==> src/rtl/arb_pkg.sv <==
// Shared definitions for the round-robin / fixed-priority arbiter.
//   MODE_RR / MODE_FIXED : run-time arbitration mode encodings
//   arb_state_e          : grant state (IDLE, BUSY)
//   onehot()             : index -> one-hot vector (MAX_N bits wide)
package arb_pkg;

  localparam int unsigned MAX_N = 32;
  localparam int unsigned MAX_W = 5;

  localparam logic MODE_RR    = 1'b0;
  localparam logic MODE_FIXED = 1'b1;

  typedef enum logic {
    IDLE = 1'b0,
    BUSY = 1'b1
  } arb_state_e;

  // One-hot of idx; all-zero when idx is outside the n-requester range.
  function automatic logic [MAX_N-1:0] onehot(input int unsigned idx, input int unsigned n);
    logic [MAX_N-1:0] v;
    v = '0;
    if (idx < n && idx < MAX_N) v[MAX_W'(idx)] = 1'b1;
    return v;
  endfunction

endpackage

==> src/rtl/prio_encoder_n.sv <==
// Combinational N:IDXW priority encoder with a found flag.
//   req     : request vector
//   idx_c   : index of the winning bit (0 when none)
//   found_c : high when any req bit is set
// HIGH_FIRST=1 picks the highest set bit, otherwise the lowest.
module prio_encoder_n #(
  parameter  int unsigned N          = 4,
  parameter  bit          HIGH_FIRST = 1'b0,
  localparam int unsigned IDXW       = $clog2(N)
) (
  input  logic [N-1:0]    req,
  output logic [IDXW-1:0] idx_c,
  output logic            found_c
);

  // Scan toward the preferred end so the last hit seen is the winner.
  always_comb begin
    idx_c   = '0;
    found_c = 1'b0;
    for (int i = 0; i < int'(N); i++) begin
      if (HIGH_FIRST) begin
        if (req[i]) begin
          idx_c   = IDXW'(i);
          found_c = 1'b1;
        end
      end else begin
        if (req[int'(N) - 1 - i]) begin
          idx_c   = IDXW'(int'(N) - 1 - i);
          found_c = 1'b1;
        end
      end
    end
  end

endmodule

==> src/rtl/rr_priority_arbiter.sv <==
// Registered N-requester arbiter, round-robin or fixed (highest index) priority.
//   clk, rst_n : clock, async active-low reset
//   req        : request vector
//   mode       : 0 = round-robin, 1 = fixed priority
//   gnt        : registered one-hot grant
//   gnt_idx    : registered encoded grant index
//   gnt_valid  : registered, high when gnt is non-zero
// With LOCK=1 the holder keeps the grant while its req stays high.
module rr_priority_arbiter
  import arb_pkg::*;
#(
  parameter  int unsigned N    = 4,
  parameter  bit          LOCK = 1'b1,
  localparam int unsigned IDXW = $clog2(N)
) (
  input  logic            clk,
  input  logic            rst_n,
  input  logic [N-1:0]    req,
  input  logic            mode,
  output logic [N-1:0]    gnt,
  output logic [IDXW-1:0] gnt_idx,
  output logic            gnt_valid
);

  arb_state_e      state_q, state_d;
  logic [N-1:0]    gnt_q, gnt_d;
  logic [IDXW-1:0] gnt_idx_q, gnt_idx_d;
  logic            gnt_valid_q, gnt_valid_d;
  logic [IDXW-1:0] ptr_q, ptr_d;

  logic [N-1:0]    req_masked;
  logic [IDXW-1:0] idx_masked, idx_unmasked, idx_high;
  logic            fnd_masked, fnd_unmasked, fnd_high;
  logic [IDXW-1:0] win_idx;
  logic            win_found;
  logic            arb_event;

  // Only requesters strictly above the last winner are eligible first.
  always_comb begin
    req_masked = '0;
    for (int i = 0; i < int'(N); i++) begin
      req_masked[i] = req[i] && (i > int'(ptr_q));
    end
  end

  prio_encoder_n #(.N(N), .HIGH_FIRST(1'b0)) u_enc_masked (
    .req(req_masked), .idx_c(idx_masked), .found_c(fnd_masked)
  );

  prio_encoder_n #(.N(N), .HIGH_FIRST(1'b0)) u_enc_unmasked (
    .req(req), .idx_c(idx_unmasked), .found_c(fnd_unmasked)
  );

  prio_encoder_n #(.N(N), .HIGH_FIRST(1'b1)) u_enc_high (
    .req(req), .idx_c(idx_high), .found_c(fnd_high)
  );

  // Winner selection and next-state logic.
  always_comb begin
    state_d     = state_q;
    gnt_d       = gnt_q;
    gnt_idx_d   = gnt_idx_q;
    gnt_valid_d = gnt_valid_q;
    ptr_d       = ptr_q;
    win_idx     = '0;
    win_found   = 1'b0;

    arb_event = (state_q == IDLE) || !LOCK || !req[gnt_idx_q];

    if (mode == MODE_FIXED) begin
      win_idx   = idx_high;
      win_found = fnd_high;
    end else if (fnd_masked) begin
      win_idx   = idx_masked;
      win_found = 1'b1;
    end else begin
      win_idx   = idx_unmasked;
      win_found = fnd_unmasked;
    end

    if (arb_event) begin
      if (win_found) begin
        state_d     = BUSY;
        gnt_d       = N'(onehot(32'(win_idx), N));
        gnt_idx_d   = win_idx;
        gnt_valid_d = 1'b1;
        ptr_d       = win_idx;
      end else begin
        state_d     = IDLE;
        gnt_d       = '0;
        gnt_idx_d   = '0;
        gnt_valid_d = 1'b0;
      end
    end
  end

  // State and output registers.
  always_ff @(posedge clk or negedge rst_n) begin
    if (!rst_n) begin
      state_q     <= IDLE;
      gnt_q       <= '0;
      gnt_idx_q   <= '0;
      gnt_valid_q <= 1'b0;
      ptr_q       <= IDXW'(N - 1);
    end else begin
      state_q     <= state_d;
      gnt_q       <= gnt_d;
      gnt_idx_q   <= gnt_idx_d;
      gnt_valid_q <= gnt_valid_d;
      ptr_q       <= ptr_d;
    end
  end

  assign gnt       = gnt_q;
  assign gnt_idx   = gnt_idx_q;
  assign gnt_valid = gnt_valid_q;

endmodule

==> config.mk <==
export PLATFORM = sky130hd
export DESIGN_NAME = rr_priority_arbiter
export DESIGN_NICKNAME = d
export VERILOG_FILES = /design/src/rtl/arb_pkg.sv /design/src/rtl/prio_encoder_n.sv /design/src/rtl/rr_priority_arbiter.sv
export SDC_FILE = /design/constraint.sdc
export NUM_CORES = 1
export LEC_CHECK = 0
export ABC_AREA = 1
export BUFFER_PORTS_ARGS = -buffer_cell sky130_fd_sc_hd__buf_2
export CORE_AREA = 2 2 39 41
export DETAILED_ROUTE_END_ITERATION = 10
export DIE_AREA = 0 0 41 43
export PLACE_DENSITY = 0.73
export SETUP_SLACK_MARGIN = 0.15
export SYNTH_ARGS = -nofsm -noshare
export SYNTH_HDL_FRONTEND = slang
export SYNTH_SLANG_ARGS = --single-unit
==> constraint.sdc <==
create_clock -name clk -period 1.41 [get_ports clk]
set_clock_uncertainty 0.05 [all_clocks]
set_input_delay 0.141 -clock clk [delete_from_list [all_inputs] [get_ports clk]]
set_output_delay 0.141 -clock clk [all_outputs]
set_load 0.05 [all_outputs]
# After elaboration in Yosys (flattened, before gate mapping)
# Index checks and enable logic that the tools add are counted.
# Widths: inputs -> output; s select.
classes:
  addsub: 0
  n_mul: 0
  n_div: 0
  n_lt_le_gt_ge: 6
  eq_ne: 0
  shifts: 0
  muxes: 32
  n_bitwise: 1
  reduce_logical: 7
op_table:
  columns: ["cell", "n"]
  rows:
  - ["$mux 2", 12]
  - ["$mux 1", 17]
  - ["$lt 2x6->1 const B", 1]
  - ["$gt 2x2->1 const A", 2]
  - ["$logic_and 1x1->1", 4]
  - ["$mux 4", 1]
  - ["$lt 2x3->1 const B", 1]
  - ["$bmux 1 s2", 1]
  - ["$demux 1 s2", 1]
  - ["$ge 2x1->1 const B", 1]
  - ["$gt 1x2->1 const A", 1]
  - ["$reduce_and 2->1", 1]
  - ["$logic_not 1->1", 1]
  - ["$logic_or 1x1->1", 1]
  - ["$not 1->1", 1]
word_totals:
  register_bits: 9
  latchBits: 0
  ram_bits: 0
  romBits: 0
  inputBits: 7
  out_inout_bits: 7
  elab_cells: 50
  n_memories: 0

# Depth between registers and ports, before layout
logic_depth:
  depth_word: 12
  ltp_mapped: 10
  depth_no_buf: 10

# By module
# From an unflattened synthesis, not the netlist that was laid out.
unflattened:
  cells_unflattened: 96
  area_unflattened_um2: 630.6
modules_own_cells:
  columns: ["module", "instances", "cells_each", "area_per_inst_um2", "seq_area_each_um2"]
  rows:
  - ["rr_priority_arbiter", 1, 72, 525.5, 227.7]
  - ["prio_encoder_n (u_enc_masked ...)", 2, 8, 36.3, 0.0]
  - ["prio_encoder_n (u_enc_high)", 1, 8, 32.5, 0.0]

# Worst setup path after synthesis
# Ideal clock, no wire load.
synth_path:
  path_kind: "reg2reg"
  from: "reg gnt_idx_q[0], in the netlist gnt_idx[0]"
  to: "reg gnt_q[0], in the netlist gnt[0]"
  setup_time_ns: 0.118
  arrival_ns: 1.303
  required_time_ns: 1.242
  setup_slack_ns: -0.061
  stages_incl_launch_ff: 10
  path_buffers: 0
  period_less_slack_ns: 1.471
  cell_sequence: "dfrtp_1 inv_1 nand2_1 nand3_1 nand2_2 nand2_4 nand2_4 nor2_4 nand2_1 nand2_1"
synth_via:
  elab_chain_cells: 4
synth_rtl:
  columns: ["element", "line", "rtl"]
  rows:
  - ["start, declared", "rr_priority_arbiter.sv:27", "logic [IDXW-1:0] gnt_idx_q, gnt_idx_d;"]
  - ["start signal, assigned", "rr_priority_arbiter.sv:108", "gnt_idx_q <= gnt_idx_d;"]
  - ["$bmux 1 s2", "rr_priority_arbiter.sv:68", "arb_event = (state_q == IDLE) || !LOCK || !req[gnt_idx_q];"]
  - ["$mux 1 (implied by the code)", "rr_priority_arbiter.sv:68", null]
  - ["$logic_not 1->1", "rr_priority_arbiter.sv:68", null]
  - ["$logic_or 1x1->1", "rr_priority_arbiter.sv:68", null]
  - ["end signal, assigned", "rr_priority_arbiter.sv:107", "gnt_q <= gnt_d;"]
  - ["end, declared", "rr_priority_arbiter.sv:26", "logic [N-1:0] gnt_q, gnt_d;"]
# No other way between the ends. The select of a mux whose other input is x is not followed.
# A chain may end at the register's enable or synchronous reset.

# Worst setup path in the final report
layout_path:
  from: "reg ptr_q[1]"
  to: "reg gnt_q[3], in the netlist gnt[3]"
layout_via:
  elab_chain_cells: 12
  elab_cells_between_ends: 22
  classes_between: "5 x order compare; 13 x mux; 4 x reduce/logical"
layout_rtl:
  columns: ["element", "line", "rtl"]
  rows:
  - ["start, declared", "rr_priority_arbiter.sv:29", "logic [IDXW-1:0] ptr_q, ptr_d;"]
  - ["start signal, assigned", "rr_priority_arbiter.sv:104", "ptr_q <= IDXW'(N - 1);"]
  - ["start signal, assigned", "rr_priority_arbiter.sv:110", "ptr_q <= ptr_d;"]
  - ["$gt 2x2->1", "rr_priority_arbiter.sv:42", "req_masked[i] = req[i] && (i > int'(ptr_q));"]
  - ["$logic_and 1x1->1", "rr_priority_arbiter.sv:42", null]
  - ["$mux 2 / $mux 1 (equally long branches) (3 in series)", "prio_encoder_n.sv:27", "if (req[int'(N) - 1 - i]) begin"]
  - ["$mux 2", "rr_priority_arbiter.sv:73", "end else if (fnd_masked) begin"]
  - ["$mux 2", "rr_priority_arbiter.sv:70", "if (mode == MODE_FIXED) begin"]
  - ["$lt 2x6->1 (implied by the code) / $ge 2x1->1 (equally long branches)", "arb_pkg.sv:22", "if (idx < n && idx < MAX_N) v[MAX_W'(idx)] = 1'b1;"]
  - ["$logic_and 1x1->1 (implied by the code)", "arb_pkg.sv:22", null]
  - ["$mux 1 (implied by the code)", "arb_pkg.sv:22", null]
  - ["$demux 1 s2", "arb_pkg.sv:22", null]
  - ["$mux 4 (*)", "rr_priority_arbiter.sv:82", "if (win_found) begin"]
# Every way passes the cells marked *; elsewhere a longest branch is shown, timed or not.

==> out/metrics.cfg <==
[yosys]
syn_area_per_cell_sq_um=7.490
synth.distinct_cells=18
ys_seq_elements=9
synth_nets=80
ys_warn_count=0
synth_edf_count=0
syn-cell-area_sq_um=546.8
netlist_instances=73
ys_seq_area_share_pct=41.65
synthArstFlopShare_pct=100.0
synth_flop_cell=dfrtp_1

[global_route]
grt_max_degree=10
grt-ovfl-total=0
antenna_found_initial=0
grt_pass1_wl_um=1959
track_usage_pct=16.92
first_global_vias=486

[cts]
path_clk_slew_ns=0.06
clk_latency_ns=0.27
clockBufferDepth=2
cts_root_buf=clkbuf_4
cts_setup_buffers=0
cts_tree=built
cts_sinks=9
cts.htree.levels=1
cts_buffers=3

[worst_hold_path]
hold_start=req[0]
hold_path_class=input pin to flip-flop

[critical_path]
critPathMaxFanout=5
cp-end-kind=flip-flop
worstSetupStartpoint=ptr_q[1]
crit_end=gnt[3]
start_kind=flip-flop
r2r_slack_ns=0.14
arrival_ns=1.37
crit-reg2reg-launch=ptr_q[1]
worstReg2RegEnd=gnt[3]
critPathKind=flip-flop to flip-flop
crit_required_ns=1.52
reg2reg_depth=7

[route]
drc=0
wl_um=1219
dr.pass1.iters=6
vias_per_cell=4.850
drtIter0Drc=11
antenna_left=0
vias=519
wl_per_cell_um=11.39

[layout]
drive_gt1_share_pct=47.25
nNetsFinal=99
syn2layout_area_growth_pct=24.49
diodes=0

[sta]
timing.final.crit_share_pct=90.05
rsz0062_at_grt=true
finalSetupViolCount=0
finalHoldWorstSlack_ns=0.1203
fmaxAchievable_ghz=0.7876
relSlewSlack_pct=81.30
tns_ns=0
period_minus_slack_ns=1.270
setup_ws_ns=0.1403
slew_violations=0
tightestPinTransition_ns=0.2793
hold_viol_final=0

[place]
port-buffer-count=13
place_hpwl_um=930.2
gp_congestion=0.7871
pre_cts_ws_ns=0.1181

[die]
core_sq_mm=0.001384
die_area_sq_mm=0.001763
initial_core_util_pct=39.51
die_w_um=41
rows=14
die_h_um=43
ios=14

[run_status]
status=completed

[pwr]
ir_drop_v=0.0008664
power_density_mw_per_mm2=2368
total_leakage_power_uw=0.0003751

[run]
maxCapViolCount=0

==> synthesized netlist by cell type, types with 2 or more instances <==
library cell  count  area (sq um)
dfrtp_1           7         175.2
dfstp_2           2         52.55
inv_1             8         30.03
inv_2             5         18.77
nand2_1          25         93.84
nand2_2           6         37.54
nand2_4           2         22.52
nor2_1            5         18.77
nor2_2            2         12.51
o21ai_1           3         15.01
==> cell usage in the layout, fill, tap and decap left out, drive strengths merged <==
cell type and count:
nand2 33, nand3 2, dfrtp 7, clkbuf 4, buf 13, a21oi 1
dlygate4sd3 1, dfstp 2, nand4 1, o21ai 5, o211ai 1, inv 13
nor2 8
==> how the worst min path moves through the flow <==
stage                 to  depth (start not counted)
2_1_floorplan     gnt[0]                          0
3_3_place_gp      gnt[3]                          1
3_5_place_dp      gnt[2]                          1
4_1_cts        gnt_valid                          3
5_1_grt        gnt_valid                          3
6_report       gnt_valid                          3
==> per-stage QoR <==
step	std cells	utilization (%)	instance area [sq um]	power (uW)
2_1_floorplan	73	-	549.3	1188
3_3_place_gp	102	45.84	634.4	1363
3_5_place_dp	102	45.84	634.4	1388
4_1_cts	107	48.73	674.4	1615
5_1_grt	107	49.19	680.7	1740
6_report	107	49.19	680.7	1612
==> critical path, cell delays in order, from the launching register on <==
cell	delay [ns]
dfstp_2	0.54
nor2_1	0.05
nand2_1	0.07
nand2_2	0.08
inv_1	0.09
nand2_2	0.07
nand2_2	0.12
o21ai_2	0.08
==> per-layer routing <==
layer	share of wire (%)	vias up	GRT usage (%)
li1	-	254	-
met1	39	251	18.54
met2	57	12	28.13
met3	2.5	2	1.571
met4	1.4	0	12.00
met5	0	-	0
==> power breakdown <==
part           internal [uW]  switching, uW  total, uW
sequential               394           76.5        471
combinational            256            679        936
clock                    109           96.1        206
total                    760            852       1610
==> layout make-up <==
cell class	count	area, sq um
Sequential cell	9	230.2
Fill cell	139	703.2
Tap cell	16	20.02
Timing Repair Buffer	14	75.07
Inverter	13	48.80
Clock buffer	4	26.28
Multi-Input combinational cell	51	280.3
==> state kept, by name (all words and copies together), names as in the netlist <==
register,flops
gnt_idx,2
gnt,4
gnt_valid,1
ptr_q,2
==> timing repair <==
| item | 4_1_cts | 5_1_grt |
|---|---|---|
| setup endpoints to repair | 3 | 7 |
| gates cloned | 0 | 0 |
| resized for setup | 1 | 2 |
| hold buffers | 1 | 0 |
| endpoints found under the hold margin | 9 | 0 |
| pin swaps | 4 | 1 |
==> cell families (layout without fill, tap and decap cells) <==
kind of cell           Yosys count  after routing  share of synthesized area, %
AOI/OAI and AO/OA                7              7                         9.611
buffers and inverters           13             31                         8.925
DFF                              9              9                         41.65
and+or+nand+nor                 44             44                         39.82
Power figures use the tool's default switching activity.
